$ cat src/rtl/mxalu11u_arb.sv
// mxalu11u_arb: round-robin front end that lets two requesters share one 8-bit ALU,
// with a one-deep registered response slot. Build option MXALU11U_ARB_ZERO_EN adds rsp_zero.
module mxalu11u_arb (
   input  logic       clk,
   input  logic       rst_n,
   input  logic       req0_valid,
   output logic       req0_ready,
   input  logic [3:0] req0_opcode,
   input  logic [7:0] req0_a,
   input  logic [7:0] req0_b,
   input  logic       req1_valid,
   output logic       req1_ready,
   input  logic [3:0] req1_opcode,
   input  logic [7:0] req1_a,
   input  logic [7:0] req1_b,
   output logic       rsp_valid,
   input  logic       rsp_ready,
   output logic       rsp_id,
   output logic [7:0] rsp_f,
   output logic       rsp_cout,
   output logic       rsp_eq,
   output logic       rsp_x,
   output logic       rsp_y,
   output logic [3:0] alu_opcode,
   output logic [7:0] alu_a,
   output logic [7:0] alu_b,
   output logic       alu_cs_n,
   input  logic [7:0] alu_f,
   input  logic       alu_x,
   input  logic       alu_y,
   input  logic       alu_a_b,
   input  logic       alu_cn4_n,
   input  logic       alu_cn8_n
`ifdef MXALU11U_ARB_ZERO_EN
   ,
   output logic       rsp_zero
`endif
);

   typedef enum logic [1:0] {
      IDLE  = 2'd0,
      ISSUE = 2'd1,
      RESP  = 2'd2
   } state_t;

   state_t     state_r;
   logic       last_r;
   logic       id_r;
   logic [3:0] alu_opcode_r;
   logic [7:0] alu_a_r;
   logic [7:0] alu_b_r;
   logic       alu_cs_n_r;
   logic       rsp_valid_r;
   logic [7:0] rsp_f_r;
   logic       rsp_cout_r;
   logic       rsp_eq_r;
   logic       rsp_x_r;
   logic       rsp_y_r;

   logic       grant1_s;
   logic       req0_ready_s;
   logic       req1_ready_s;
   logic       unused_s;

   // The low-nibble carry is visible on the ALU bus but plays no part in the response.
   assign unused_s = alu_cn4_n;

   // Grant selection: a lone valid requester wins, a tie goes to the one not served last.
   always_comb begin
      grant1_s = 1'b0;
      if (req0_valid && req1_valid) begin
         grant1_s = ~last_r;
      end else if (req1_valid) begin
         grant1_s = 1'b1;
      end else begin
         grant1_s = 1'b0;
      end
   end

   // Ready pulses only in IDLE, only for the granted valid requester, never during reset.
   always_comb begin
      req0_ready_s = 1'b0;
      req1_ready_s = 1'b0;
      if (rst_n && (state_r == IDLE)) begin
         req0_ready_s = req0_valid && !grant1_s;
         req1_ready_s = req1_valid && grant1_s;
      end else begin
         req0_ready_s = 1'b0;
         req1_ready_s = 1'b0;
      end
   end

   // Control FSM with the ALU drive registers and the response slot.
   always_ff @(posedge clk or negedge rst_n) begin
      if (!rst_n) begin
         state_r      <= IDLE;
         last_r       <= 1'b1;
         id_r         <= 1'b0;
         alu_opcode_r <= 4'h0;
         alu_a_r      <= 8'h00;
         alu_b_r      <= 8'h00;
         alu_cs_n_r   <= 1'b1;
         rsp_valid_r  <= 1'b0;
         rsp_f_r      <= 8'h00;
         rsp_cout_r   <= 1'b0;
         rsp_eq_r     <= 1'b0;
         rsp_x_r      <= 1'b0;
         rsp_y_r      <= 1'b0;
      end else begin
         case (state_r)
            IDLE: begin
               if (req0_ready_s || req1_ready_s) begin
                  id_r         <= req1_ready_s;
                  last_r       <= req1_ready_s;
                  alu_opcode_r <= req1_ready_s ? req1_opcode : req0_opcode;
                  alu_a_r      <= req1_ready_s ? req1_a : req0_a;
                  alu_b_r      <= req1_ready_s ? req1_b : req0_b;
                  alu_cs_n_r   <= 1'b0;
                  state_r      <= ISSUE;
               end
            end
            ISSUE: begin
               rsp_f_r     <= alu_f;
               rsp_cout_r  <= ~alu_cn8_n;
               rsp_eq_r    <= alu_a_b;
               rsp_x_r     <= alu_x;
               rsp_y_r     <= alu_y;
               alu_cs_n_r  <= 1'b1;
               rsp_valid_r <= 1'b1;
               state_r     <= RESP;
            end
            RESP: begin
               if (rsp_ready) begin
                  rsp_valid_r <= 1'b0;
                  state_r     <= IDLE;
               end
            end
            default: begin
               alu_cs_n_r  <= 1'b1;
               rsp_valid_r <= 1'b0;
               state_r     <= IDLE;
            end
         endcase
      end
   end

`ifdef MXALU11U_ARB_ZERO_EN
   logic rsp_zero_r;

   // Zero flag is taken from the same ALU sample as rsp_f and held with it.
   always_ff @(posedge clk or negedge rst_n) begin
      if (!rst_n) begin
         rsp_zero_r <= 1'b0;
      end else if (state_r == ISSUE) begin
         rsp_zero_r <= (alu_f == 8'h00);
      end
   end

   assign rsp_zero = rsp_zero_r;
`endif

   assign req0_ready = req0_ready_s;
   assign req1_ready = req1_ready_s;
   assign rsp_valid  = rsp_valid_r;
   assign rsp_id     = id_r;
   assign rsp_f      = rsp_f_r;
   assign rsp_cout   = rsp_cout_r;
   assign rsp_eq     = rsp_eq_r;
   assign rsp_x      = rsp_x_r;
   assign rsp_y      = rsp_y_r;
   assign alu_opcode = alu_opcode_r;
   assign alu_a      = alu_a_r;
   assign alu_b      = alu_b_r;
   assign alu_cs_n   = alu_cs_n_r;

endmodule
$ cat config.mk
export PLATFORM = sky130hd
export DESIGN_NAME = mxalu11u_arb
export DESIGN_NICKNAME = d
export VERILOG_FILES = /design/src/rtl/mxalu11u_arb.sv
export SDC_FILE = /design/constraint.sdc
export NUM_CORES = 1
export LEC_CHECK = 0
export CAP_MARGIN = 10
export CORE_ASPECT_RATIO = 0.9
export CORE_UTILIZATION = 42
export CTS_CLUSTER_DIAMETER = 200
export DETAILED_ROUTE_END_ITERATION = 6
export GPL_TIMING_DRIVEN = 0
export MAX_ROUTING_LAYER = met4
export PLACE_DENSITY = 0.93
export RECOVER_POWER = 25
export SYNTH_ARGS = -nofsm -noshare
export SYNTH_HDL_FRONTEND = slang
export SYNTH_SLANG_ARGS = --single-unit
$ cat constraint.sdc
create_clock -name clk -period 3.4 [get_ports clk]
set_input_delay 0.68 -clock clk [delete_from_list [all_inputs] [get_ports clk]]
set_output_delay 0.68 -clock clk [all_outputs]
set_load 0.03 [all_outputs]
==> flow_summary.json <==
{
  "pwr-share-comb": 0.525,
  "clk_latency_ns": 0.29,
  "netlist_instances": 168,
  "status": "finished clean",
  "final-hold-violation-count": 0,
  "power_density_nw_per_um2": 850,
  "swShare": 0.404,
  "synthTopCellsByArea": "dfrtp_1 51%, a31oi_1 7.1%, mux2_2 7.0%, a21oi_1 6.0%, nand3_1 5.7%",
  "cts_tree": "yes",
  "core_um2": 3860,
  "skew_ns": 0.00489,
  "pin_count": 95,
  "tns_ns": 0,
  "setup_viol": 0,
  "maxSlewHeadroom": 0.663,
  "synth_top_area_share": 0.511,
  "dieWidth_um": 70.3,
  "synthArstFlopShare": 1.00,
  "nets": 326,
  "ant_nets": 0,
  "antenna_found_initial": 0,
  "crit_path_max_incr_delay_ns": 0.68,
  "die_h_um": 63.5,
  "cp_cell_sequence": "buf_4 > or3b_4 > buf_6 > nor2_4 > clkdlybuf4s50_1",
  "cts_resized": 1,
  "track_usage": 0.236,
  "fillers": 297,
  "dieArea_um2": 4460,
  "drtIter0Drc": 112,
  "hold_path.class": "in -> async",
  "drt_wl_total_um": 4810,
  "cts.clk_slew.worst_paths_ns": 0.07,
  "dp_hpwl_um": 3360,
  "detail_route.wl_per_cell_um": 15.3,
  "yosysTopAreaCell": "dfrtp_1",
  "antenna_cells": 0,
  "cts-root-buf": "clkbuf_8",
  "via_per_inst": 5.50,
  "grt_pass1_wl_um": 8060,
  "cp_max_fo": 41,
  "syn_to_final_growth_pct": 62.1,
  "synth_seq_cells": 38,
  "start_util": 0.456,
  "fp-row-count": 21,
  "clk_path_buf_depth": 2,
  "fin_crit_sh": 0.945,
  "drc": 0,
  "seq_area_frac_synth": 0.541,
  "fin_util": 0.740,
  "slowest_stage": "clkdlybuf4s50_1",
  "p_sw_w": 0.000983,
  "pwr-share-clk": 0.154,
  "cp-start-kind": "input port",
  "ys.flop_type": "dfrtp_1",
  "hold_ws_ns": 0.365,
  "synth_edf_count": 0,
  "drive_gt1_frac": 0.149,
  "arrival_ns": 2.53,
  "cp.required_ns": 2.72,
  "fin_crit_ns": 3.21,
  "syn-num-nets": 226,
  "numPortBuffers": 93,
  "gp_congestion": 0.801,
  "peakVddDrop_mv": 0.397,
  "gr-total-overflow": 0,
  "vias": 1734,
  "syn_area_um2": 1760,
  "clock.fmax_ghz": 0.311,
  "power.leakage_nw": 1.13,
  "cap_violations": 0,
  "htreeDepth": 2,
  "ys_types": 28,
  "internal_power_w": 0.00145,
  "dr.pass1.iters": 4,
  "cts_sinks": 38,
  "cts_inserted_buffers": 5,
  "synth_warnings": 0,
  "post_cts_buffers": 0,
  "crit_path_end_kind": "output pin",
  "final_max_slew_viol_count": 0,
  "first_global_vias": 1726,
  "syn_avg_cell_area_um2": 10.5,
  "crit_type": "in -> out",
  "cts_hold_buf": 0,
  "rsz0062_at_grt": "false",
  "grt_max_degree": 42,
  "max_slew.worst_pin.slew_ns": 0.506,
  "p_seq_frac": 0.321
}
## power by group through the flow
stage                     combinational, W  sequential [W]  clock [W]
final                              0.00127        0.000781   0.000374
after global routing               0.00136        0.000806   0.000399
after CTS                          0.00128        0.000781   0.000380
after detailed placement           0.00128        0.000785          0
after global placement             0.00126        0.000771          0
after floorplan                   0.000336         0.00117          0
## registers in the layout, indices dropped and copies added, names as in the netlist
name        flops
state_r         2
rsp_x           1
rsp_f           8
alu_opcode      4
rsp_id          1
rsp_y           1
last_r          1
rsp_valid       1
alu_b           8
rsp_eq          1
alu_cs_n        1
alu_a           8
rsp_cout        1
## synth_stat cells, types with 2 or more instances
cell type,count
a21o_1,2
a21oi_1,21
a31oi_1,20
buf_2,8
buf_6,3
clkbuf_1,3
dfrtp_1,36
dfstp_2,2
inv_1,2
mux2_2,11
nand2_1,2
nand3_1,20
nor2_1,3
o21ai_0,2
o21ai_1,20
## layer usage
layer / up-vias / GRT usage / routed length [µm]
li1: 821 / - / -
met1: 819 / 0.283 / 1960
met2: 83 / 0.386 / 2390
met3: 11 / 0.0624 / 366
met4: 0 / 0.0825 / 88
met5: - / - / 0
## layout by cell type (no fill, tap or decap), drive strengths merged, types with 2 or more instances in the layout
cell type	count
a31oi	20
nor2	4
dfrtp	36
clkdlybuf4s50	92
dfstp	2
clkinv	2
a21oi	21
a21o	2
mux2	11
buf	13
nand2	2
inv	2
nand3	20
clkbuf	9
o21ai	22
## final timing paths
| path | slack (ns) | startpoint | endpoint | cells past startpoint |
|---|---|---|---|---|
| setup / recovery | 0.19 | rst_n | req1_ready | 5 |
| hold / removal | 0.36 | rst_n | rsp_f[2]$_DFFE_PN0P_ | 1 |
| setup reg to reg | 1.89 | state_r[0]$_DFFE_PN0P_ | alu_b[3]$_DFFE_PN0P_ | 5 |
| hold reg to reg | 0.49 | rsp_valid$_DFFE_PN0P_ | rsp_valid$_DFFE_PN0P_ | 1 |
| max in group asynchronous | 2.68 | rst_n | last_r$_DFFE_PN1P_ | 1 |
| min in group clk | 0.49 | rsp_valid$_DFFE_PN0P_ | rsp_valid$_DFFE_PN0P_ | 1 |
## worst max-delay path: cells and delay by family
family | cells | cell delay, ns
buffers and inverters | 3 | 1.26
and+or+nand+nor | 2 | 0.59
## through the flow
step                setup slack, ns  instances  cell area [µm²]  total power (W)
floorplan                      1.31        168             1760          0.00151
global placement              -1.15        307             2750          0.00203
detailed placement           -0.127        307             2750          0.00206
CTS                           0.163        315             2860          0.00244
global route                 0.0741        315             2860          0.00256
finish                        0.186        315             2860          0.00243
## logic make-up after synthesis
kind of cell | Yosys count | share of synthesized area
muxes | 12 | 0.0759
AOI/OAI and AO/OA | 68 | 0.216
DFF | 38 | 0.541
and+or+nand+nor | 32 | 0.108
buffers and inverters | 18 | 0.0596
## layout make-up
cell class | count | area, µm² | area share
Timing Repair Buffer | 93 | 928 | 0.325
Sequential cell | 38 | 953 | 0.334
Clock buffer | 5 | 68.8 | 0.0241
Multi-Input combinational cell | 112 | 704 | 0.246
Tap cell | 46 | 57.6 | 0.0201
Inverter | 2 | 7.51 | 0.00263
Buffer | 16 | 97.6 | 0.0342
Clock inverter | 3 | 40.0 | 0.0140
No activity file was read; power rests on OpenSTA's default activity.
